$ cat src/rtl/video_pkg.sv
// Shared video timing, VRAM geometry and palette definitions for the scanout path.
package video_pkg;

  localparam int H_ACTIVE = 640;
  localparam int H_FP     = 16;
  localparam int H_SYNC   = 96;
  localparam int H_BP     = 48;
  localparam int H_TOTAL  = H_ACTIVE + H_FP + H_SYNC + H_BP;

  localparam int V_ACTIVE = 480;
  localparam int V_FP     = 10;
  localparam int V_SYNC   = 2;
  localparam int V_BP     = 33;
  localparam int V_TOTAL  = V_ACTIVE + V_FP + V_SYNC + V_BP;

  localparam int VRAM_W = 128;
  localparam int VRAM_H = 64;
  localparam int PIX_W  = 2;

  // Each VRAM pixel is drawn as a 4x4 block, so the window is 4x the VRAM size.
  localparam int WIN_W  = VRAM_W * 4;
  localparam int WIN_H  = VRAM_H * 4;
  localparam int WIN_X0 = 64;
  localparam int WIN_Y0 = 112;

  localparam logic SYNC_POL = 1'b0;

  typedef logic [11:0] rgb12;

  localparam rgb12 BORDER_RGB = 12'h000;
  localparam rgb12 PAL0 = 12'h000;
  localparam rgb12 PAL1 = 12'h555;
  localparam rgb12 PAL2 = 12'hAAA;
  localparam rgb12 PAL3 = 12'hFFF;

  function automatic rgb12 pal_lookup(input logic [PIX_W-1:0] pix);
    case (pix)
      2'd0:    return PAL0;
      2'd1:    return PAL1;
      2'd2:    return PAL2;
      default: return PAL3;
    endcase
  endfunction

endpackage

$ cat src/rtl/vga_timing.sv
// Horizontal/vertical pixel counters, stage-0 region flags and the per-frame strobe.
// Counters advance on pix_ce only; frame_start is a single-clk registered pulse.
module vga_timing #(
  parameter int H_ACTIVE = video_pkg::H_ACTIVE,
  parameter int H_FP     = video_pkg::H_FP,
  parameter int H_SYNC   = video_pkg::H_SYNC,
  parameter int H_BP     = video_pkg::H_BP,
  parameter int V_ACTIVE = video_pkg::V_ACTIVE,
  parameter int V_FP     = video_pkg::V_FP,
  parameter int V_SYNC   = video_pkg::V_SYNC,
  parameter int V_BP     = video_pkg::V_BP,
  parameter int WIN_X0   = video_pkg::WIN_X0,
  parameter int WIN_Y0   = video_pkg::WIN_Y0
) (
  input  logic       clk,
  input  logic       rst_n,
  input  logic       pix_ce,
  output logic [9:0] h_cnt,
  output logic [9:0] v_cnt,
  output logic       active,
  output logic       hs_raw,
  output logic       vs_raw,
  output logic       win,
  output logic       frame_start
);
  import video_pkg::*;

  localparam logic [9:0] H_LAST = 10'(H_ACTIVE + H_FP + H_SYNC + H_BP - 1);
  localparam logic [9:0] V_LAST = 10'(V_ACTIVE + V_FP + V_SYNC + V_BP - 1);
  localparam logic [9:0] HA     = 10'(H_ACTIVE);
  localparam logic [9:0] HS0    = 10'(H_ACTIVE + H_FP);
  localparam logic [9:0] HS1    = 10'(H_ACTIVE + H_FP + H_SYNC);
  localparam logic [9:0] VA     = 10'(V_ACTIVE);
  localparam logic [9:0] VS0    = 10'(V_ACTIVE + V_FP);
  localparam logic [9:0] VS1    = 10'(V_ACTIVE + V_FP + V_SYNC);
  localparam logic [9:0] WX0    = 10'(WIN_X0);
  localparam logic [9:0] WX1    = 10'(WIN_X0 + WIN_W);
  localparam logic [9:0] WY0    = 10'(WIN_Y0);
  localparam logic [9:0] WY1    = 10'(WIN_Y0 + WIN_H);

  logic [9:0] h_nxt, v_nxt;

  always_ff @(posedge clk) begin
    if (!rst_n) begin
      h_cnt <= '0;
      v_cnt <= '0;
    end else begin
      h_cnt <= h_nxt;
      v_cnt <= v_nxt;
    end
  end

  always_comb begin
    h_nxt = h_cnt;
    v_nxt = v_cnt;
    if (pix_ce) begin
      if (h_cnt == H_LAST) begin
        h_nxt = '0;
        v_nxt = (v_cnt == V_LAST) ? '0 : v_cnt + 10'd1;
      end else begin
        h_nxt = h_cnt + 10'd1;
      end
    end
  end

  always_comb begin
    active = (h_cnt < HA) && (v_cnt < VA);
    hs_raw = (h_cnt >= HS0) && (h_cnt < HS1);
    vs_raw = (v_cnt >= VS0) && (v_cnt < VS1);
    win    = (h_cnt >= WX0) && (h_cnt < WX1) && (v_cnt >= WY0) && (v_cnt < WY1);
  end

  // Fires on the enable that consumes position (0,0), including the first one after reset.
  always_ff @(posedge clk) begin
    if (!rst_n) frame_start <= 1'b0;
    else        frame_start <= pix_ce && (h_cnt == '0) && (v_cnt == '0);
  end

endmodule

$ cat src/rtl/vram_scanout.sv
// VRAM read-back to 640x480 VGA: 4x-scaled centred window, palette lookup, border colour.
// Counter-to-pin latency is two pix_ce steps for rgb, de, hsync and vsync alike.
module vram_scanout #(
  parameter int          H_ACTIVE   = video_pkg::H_ACTIVE,
  parameter int          H_FP       = video_pkg::H_FP,
  parameter int          H_SYNC     = video_pkg::H_SYNC,
  parameter int          H_BP       = video_pkg::H_BP,
  parameter int          V_ACTIVE   = video_pkg::V_ACTIVE,
  parameter int          V_FP       = video_pkg::V_FP,
  parameter int          V_SYNC     = video_pkg::V_SYNC,
  parameter int          V_BP       = video_pkg::V_BP,
  parameter int          WIN_X0     = video_pkg::WIN_X0,
  parameter int          WIN_Y0     = video_pkg::WIN_Y0,
  parameter logic        SYNC_POL   = video_pkg::SYNC_POL,
  parameter logic [11:0] BORDER_RGB = video_pkg::BORDER_RGB
) (
  input  logic        clk,
  input  logic        rst_n,
  input  logic        pix_ce,
  output logic [6:0]  vram_hpos,
  output logic [5:0]  vram_vpos,
  input  logic [1:0]  vram_pixelo,
  output logic        hsync,
  output logic        vsync,
  output logic        de,
  output logic [11:0] rgb,
  output logic        frame_start
);
  import video_pkg::*;

  localparam int HPOS_W = $clog2(VRAM_W);
  localparam int VPOS_W = $clog2(VRAM_H);
  localparam logic [9:0] WX0 = 10'(WIN_X0);
  localparam logic [9:0] WY0 = 10'(WIN_Y0);

  logic [9:0] h_cnt, v_cnt;
  logic       act0, hs0, vs0, win0;

  vga_timing #(
    .H_ACTIVE(H_ACTIVE), .H_FP(H_FP), .H_SYNC(H_SYNC), .H_BP(H_BP),
    .V_ACTIVE(V_ACTIVE), .V_FP(V_FP), .V_SYNC(V_SYNC), .V_BP(V_BP),
    .WIN_X0(WIN_X0), .WIN_Y0(WIN_Y0)
  ) u_timing (
    .clk(clk),
    .rst_n(rst_n),
    .pix_ce(pix_ce),
    .h_cnt(h_cnt),
    .v_cnt(v_cnt),
    .active(act0),
    .hs_raw(hs0),
    .vs_raw(vs0),
    .win(win0),
    .frame_start(frame_start)
  );

  // Dividing the window offset by 4 undoes the 4x4 pixel scaling.
  assign vram_hpos = win0 ? HPOS_W'((h_cnt - WX0) >> 2) : '0;
  assign vram_vpos = win0 ? VPOS_W'((v_cnt - WY0) >> 2) : '0;

  // Read data lands one clk after the address moves; with a slow pix_ce it must be
  // caught then, since the address has already advanced when the next enable arrives.
  logic       ce_d;
  logic [1:0] pix_q, pix_cur;

  always_ff @(posedge clk) begin
    if (!rst_n) begin
      ce_d  <= 1'b0;
      pix_q <= '0;
    end else begin
      ce_d <= pix_ce;
      if (ce_d) pix_q <= vram_pixelo;
    end
  end

  assign pix_cur = ce_d ? vram_pixelo : pix_q;

  logic s1_act, s1_hs, s1_vs, s1_win;

  always_ff @(posedge clk) begin
    if (!rst_n) begin
      s1_act <= 1'b0;
      s1_hs  <= 1'b0;
      s1_vs  <= 1'b0;
      s1_win <= 1'b0;
      de     <= 1'b0;
      hsync  <= ~SYNC_POL;
      vsync  <= ~SYNC_POL;
      rgb    <= '0;
    end else if (pix_ce) begin
      s1_act <= act0;
      s1_hs  <= hs0;
      s1_vs  <= vs0;
      s1_win <= win0;
      de     <= s1_act;
      hsync  <= ~(s1_hs ^ SYNC_POL);
      vsync  <= ~(s1_vs ^ SYNC_POL);
      if (!s1_act)     rgb <= '0;
      else if (s1_win) rgb <= pal_lookup(pix_cur);
      else             rgb <= BORDER_RGB;
    end
  end

endmodule

$ cat config.mk
export PLATFORM = sky130hd
export DESIGN_NAME = vram_scanout
export DESIGN_NICKNAME = d
export VERILOG_FILES = /design/src/rtl/video_pkg.sv /design/src/rtl/vga_timing.sv /design/src/rtl/vram_scanout.sv
export SDC_FILE = /design/constraint.sdc
export NUM_CORES = 1
export LEC_CHECK = 0
export BUFFER_PORTS_ARGS = -buffer_cell sky130_fd_sc_hd__buf_2
export CAP_MARGIN = 15
export CELL_PAD_IN_SITES_DETAIL_PLACEMENT = 2
export CELL_PAD_IN_SITES_GLOBAL_PLACEMENT = 2
export CORE_ASPECT_RATIO = 1.5
export CORE_UTILIZATION = 36
export CTS_BUF_LIST = sky130_fd_sc_hd__clkbuf_4
export DETAILED_ROUTE_END_ITERATION = 8
export PLACE_DENSITY = 0.93
export SETUP_SLACK_MARGIN = 0.1
export SYNTH_ARGS = -nofsm -noshare
export SYNTH_HDL_FRONTEND = slang
export SYNTH_SLANG_ARGS = --single-unit
$ cat constraint.sdc
create_clock -name clk -period 4.5 [get_ports clk]
set_input_delay 0 -clock clk [delete_from_list [all_inputs] [get_ports clk]]
set_output_delay 0 -clock clk [all_outputs]
set_load 0.01 [all_outputs]
[Word-level counts from Yosys, hierarchy flattened]
Index checks and enable logic that the tools add are counted.
Cells by class
  muxes and demuxes: 8
  $lt $le $gt $ge: 10
  equal/unequal tests: 4
  add/subtract/negate cells: 4
  bitwise gates (word level): 2
  reductions and logical operators: 12
Operators with widths (number)
  12-bit case mux with 3 select lines: 1
  10-bit < comparator (second input constant): 3
  10-bit by 9-bit < comparator with 1-bit output (second input constant): 3
  12-bit 2-to-1 mux: 2
  10-bit by 1-bit adder with 10-bit output (second input constant): 2
  10-bit == test (second input constant): 2
  10-bit by 7-bit >= comparator with 1-bit output (second input constant): 2
  10-bit logical NOT: 2
  10-bit 2-to-1 mux: 2
  10-bit >= comparator (second input constant): 1
  10-bit by 9-bit >= comparator with 1-bit output (second input constant): 1
  9-bit by 7-bit subtractor with 9-bit output (second input constant): 1
  1-bit logical AND: 8
  8-bit by 7-bit subtractor with 8-bit output (second input constant): 1
  7-bit 2-to-1 mux: 1
  6-bit 2-to-1 mux: 1
  2-bit by 1-bit == test with 1-bit output (second input constant): 1
  2-bit == test (second input constant): 1
  2-bit logical NOT: 1
  2-bit 2-to-1 mux: 1
  1-bit inverter: 2
  2-bit AND reduction: 1
Storage, ports and cells
  output and inout bits: 29
  word-level logic and storage cells: 53
  input bits: 5
  register bits after elaboration: 43

[Longest topological paths before layout]
  word-level depth: 5
  mapped depth: 8

[Modules after synthesis]
From an unflattened synthesis, not the netlist that was laid out.
Unflattened totals
  cells, all modules: 208
  area total of the unflattened synthesis: 1868.0 µm²
By module, submodules not included
  vga_timing: cells an instance 136, area each 1197.4 µm², times used 1
  vram_scanout: cells an instance 72, area each 670.6 µm², times used 1

[Worst setup path after synthesis]
No wires, ideal clock.
  path kind: reg-to-reg
  start point: register u_timing.h_cnt[6]
  end point: register u_timing.v_cnt[9]
  required time: 4.426 ns
  cell stages (with the launch flop): 8
  setup time: 0.074 ns
  data arrival time: 1.843 ns
  path slack: 2.583 ns
  path through: dfxtp_1 inv_1 ha_1 nand2_1 or4_1 buf_2 or4_1 a31oi_1
Between the ends
  longest elaborated chain between the ends: 2
Ends and longest elaborated chain
  start, declared: RTL line vga_timing.sv:18  | output logic [9:0] h_cnt,
  start signal, assigned: RTL line vga_timing.sv:48  | h_cnt <= h_nxt;
  10-bit == test: RTL line vga_timing.sv:57  | if (h_cnt == H_LAST) begin
  2-bit AND reduction (no line)
  end signal, assigned: RTL line vga_timing.sv:49  | v_cnt <= v_nxt;
  end, declared: RTL line vga_timing.sv:19  | output logic [9:0] v_cnt,
Every way passes these cells.
A chain may end at the register's enable or synchronous reset.

[Final worst setup path]
  start point: register u_timing.v_cnt[5]
  end point: output port vram_hpos[2]
Between the ends
  longest elaborated chain between the ends: 4
  elaborated cells between the ends (all ways): 5
  those cells by class: order compare: 2; mux: 1; reduce/logical: 2
Ends and longest elaborated chain
  10-bit by 7-bit >= comparator with 1-bit output: RTL line vga_timing.sv:70  | win = (h_cnt >= WX0) && (h_cnt < WX1) && (v_cnt >= WY0) && (v_cnt < WY1);
  1-bit logical AND: RTL line vga_timing.sv:70
  1-bit logical AND (*): RTL line vga_timing.sv:70
  7-bit 2-to-1 mux (*): RTL line vram_scanout.sv:57  | assign vram_hpos = win0 ? HPOS_W'((h_cnt - WX0) >> 2) : '0;
  end, declared: RTL line vram_scanout.sv:20  | output logic [6:0] vram_hpos,
Every way passes the cells marked *; elsewhere a longest branch is shown, timed or not.

==> out/results.txt <==
Worst setup SP type: flop
Number of vias per cell: 5.40
Cell count after synthesis: 236
Largest net degree at the start of global routing: 19
Syn avg cell area: 8.23 um^2
Status: finished, violations left
Routed Antenna Nets: 0
Cell taking the most area after synthesis: dfxtp_1
Hold_ws: -0.00454 ns
Largest fanout on the critical path: 8
Clk buf depth: 2
Wire length of the first global-routing pass: 9.71 mm
WS Path Type: reg2out
Setup Viol. Count Final: 0
Post-synthesis cell type count: 43
Final Util: 40.9%
Critical path's largest stage delay: 0.65 ns
Max-slew headroom: 37.4%
Setup Skew: 0.0157 ns
Area after DPL: 2010 um^2
Post-Syn Area: 1940 um^2
Metal-1 WL: 2.36 mm
Top FF cell, synth: dfxtp_1
Power density cells: 269 nW/um^2
Crit path DAT: 2.49 ns
Setup crit end kind: output port
Initial DRC count: 68
Fin. max-slew vios: 0
Share of cells above drive strength 1: 17.8%
# diodes: 0
Setup crit start: u_timing.v_cnt[5]$_SDFFE_PN0P_
CP required: 4.50 ns
Worst hold path type: in2reg
Final hold vios: 2
Cell with the most instances after synthesis: dfxtp_1
Synth async-reset ratio: 0%
Routed length on met3: 155 um
WL met2: 3.24 mm
Design area: 2110 um^2
Crit path depth: 6
Routability cong.: 0.874
Worst-path cell chain: ha_1 > a21oi_1 > xor2_1 > a211oi_1 > and2_2 > buf_2
CTS tree: built
I/O pin count: 34
Seq cells post-synth: 33
Hold_sp: rst_n
DIE WIDTH: 62.0 um
Least-Margin Pin Slew: 0.931 ns
FF-to-FF End: u_timing.v_cnt[9]$_SDFFE_PN0P_
Synth cell count leaders: 33 x dfxtp_1, 24 x nand2_1, 23 x nor2_1
# Post-CTS Setup Buffers: 0
Max layer used: met4
Vias in the first global route: 1,901
Final wirelength: 5.85 mm
Reg2reg start: u_timing.h_cnt[6]$_SDFFE_PN0P_
Cell family with most CP delay: compound AO/OA/AOI/OAI gates
Via count: 1,759
Final critical-path share of the clock period: 55.3%
Die area: 5700 um^2
Reg2reg path depth: 6
CTS root buffer: clkbuf_4
Initial core utilization: 37.6%
Setup tns final: 0 ns
Final min period: 2.49 ns
Die extent in y: 92.0 um
Clk sinks: 33
DRC: 0
H-tree Lvls: 2
Core ar.: 5160 um^2
Worst-path clk slew: 0.12 ns
Hold Path Sink: hsync$_SDFFE_PN1P_
Detail Placement HPWL: 4.11 mm
Post-synth top area share: 34.0%
Leakage: 0.834 nW
Post-synth EDFFs: 0
CP max stage cell: a211oi_1
RSZ-0062 raised after global routing: false
GR Overflow Total: 0
Hold path cells: 2
WP buf/inv: 1
Register area share after synthesis: 34.0%
Buffers on Ports: 33
R2r setup slk: 2.07 ns
WL per Instance: 17.9 um
Clock latency on the worst-skew pair: 0.35 ns
CTS Buf Count: 5
Final net count: 274
Synth-to-layout area growth: 8.76%
Yosys warnings: 0
Max VDD drop: 0.157 mV
Total GRT Usage: 23.3%
Max-cap violations: 0
DR pass1 iterations: 4
Antenna violations before repair: 0
Net Count, Synth: 253
Row count: 32
Synth top area cells: dfxtp_1 34%, ha_1 7.7%, nand2_1 4.6%
Failing checks: negative hold slack
Max Fclk: 402 MHz
## cell type report
cell class / instances / area (um^2)
multi-input cells: 170 / 1050
well taps: 68 / 85.1
repair buffers: 35 / 185
fillers: 598 / 3050
clock inverters: 2 / 33.8
clock buffers: 6 / 45.0
flip-flops and latches: 33 / 661
inverters: 12 / 50.0
## worst max path at each step
stage	endpoint
floorplan	u_timing.v_cnt[9]$_SDFFE_PN0P_
global route	vram_hpos[2]
detailed placement	u_timing.v_cnt[9]$_SDFFE_PN0P_
global placement	u_timing.v_cnt[9]$_SDFFE_PN0P_
finish	vram_hpos[2]
CTS	vram_hpos[2]
## report_power, final
part	switching [W]	internal (W)	leakage [nW]
Sequential	0.00000682	0.000298	0.267
Clock	0.000107	0.000122	0.0433
Combinational	0.0000224	0.0000122	0.524
Total	0.000137	0.000432	0.834
## sequential cells by signal, indices dropped and copies added, names as in the netlist
signal                flops
ce_d                      1
de                        1
hsync                     1
pix_q                     2
rgb                       2
s1_act                    1
s1_hs                     1
s1_vs                     1
s1_win                    1
u_timing.frame_start      1
u_timing.h_cnt           10
u_timing.v_cnt           10
vsync                     1
## layer usage
layer  track usage [%]  up-vias
met2              40.6       27
met3              3.81        7
met4              7.04        0
li1                  -      849
met5                 0        -
met1              27.9      876
## cell usage in the layout, fill, tap and decap left out, drive strengths merged, types with 4 or more instances in the layout
| master | n |
|---|---|
| xor2 | 4 |
| dfxtp | 33 |
| or4 | 4 |
| ha | 12 |
| o21ai | 6 |
| buf | 33 |
| nand3 | 17 |
| nand4 | 9 |
| and2 | 9 |
| xnor2 | 9 |
| nor3 | 8 |
| clkbuf | 6 |
| nand2 | 24 |
| inv | 11 |
| nor2 | 23 |
| a21oi | 13 |
## what timing repair did
action	in CTS	in global routing
endpoints found under the setup margin	0	0
hold buffers	2	0
resized for setup	0	0
hold endpoints to repair	2	0
## stage by stage
stage / cells / power, W / hold slack [ns] / setup slack (ns)
after floorplan: 236 / 0.000334 / 0.166 / 2.58
after global placement: 316 / 0.000341 / 0.270 / 2.28
after detailed placement: 316 / 0.000344 / 0.279 / 2.17
after CTS: 326 / 0.000573 / 0.00103 / 2.01
after global routing: 326 / 0.000591 / 0.00345 / 1.86
final: 326 / 0.000568 / -0.00454 / 2.01
## kinds of logic (layout without fill, tap and decap cells)
logic type               after synthesis  count (layout)  share of synthesized area, %
buffers and inverters                 33              55                          11.8
multiplexers                           3               3                          1.55
adder cells (fa/ha/maj)               12              12                          7.73
AO/OA/AOI/OAI                         35              35                          11.1
flip-flops                            33              33                          34.0
AND/OR/NAND/NOR                      107             107                          27.9
XOR/XNOR                              13              13                          5.86
(Power assumes the default switching activity.)
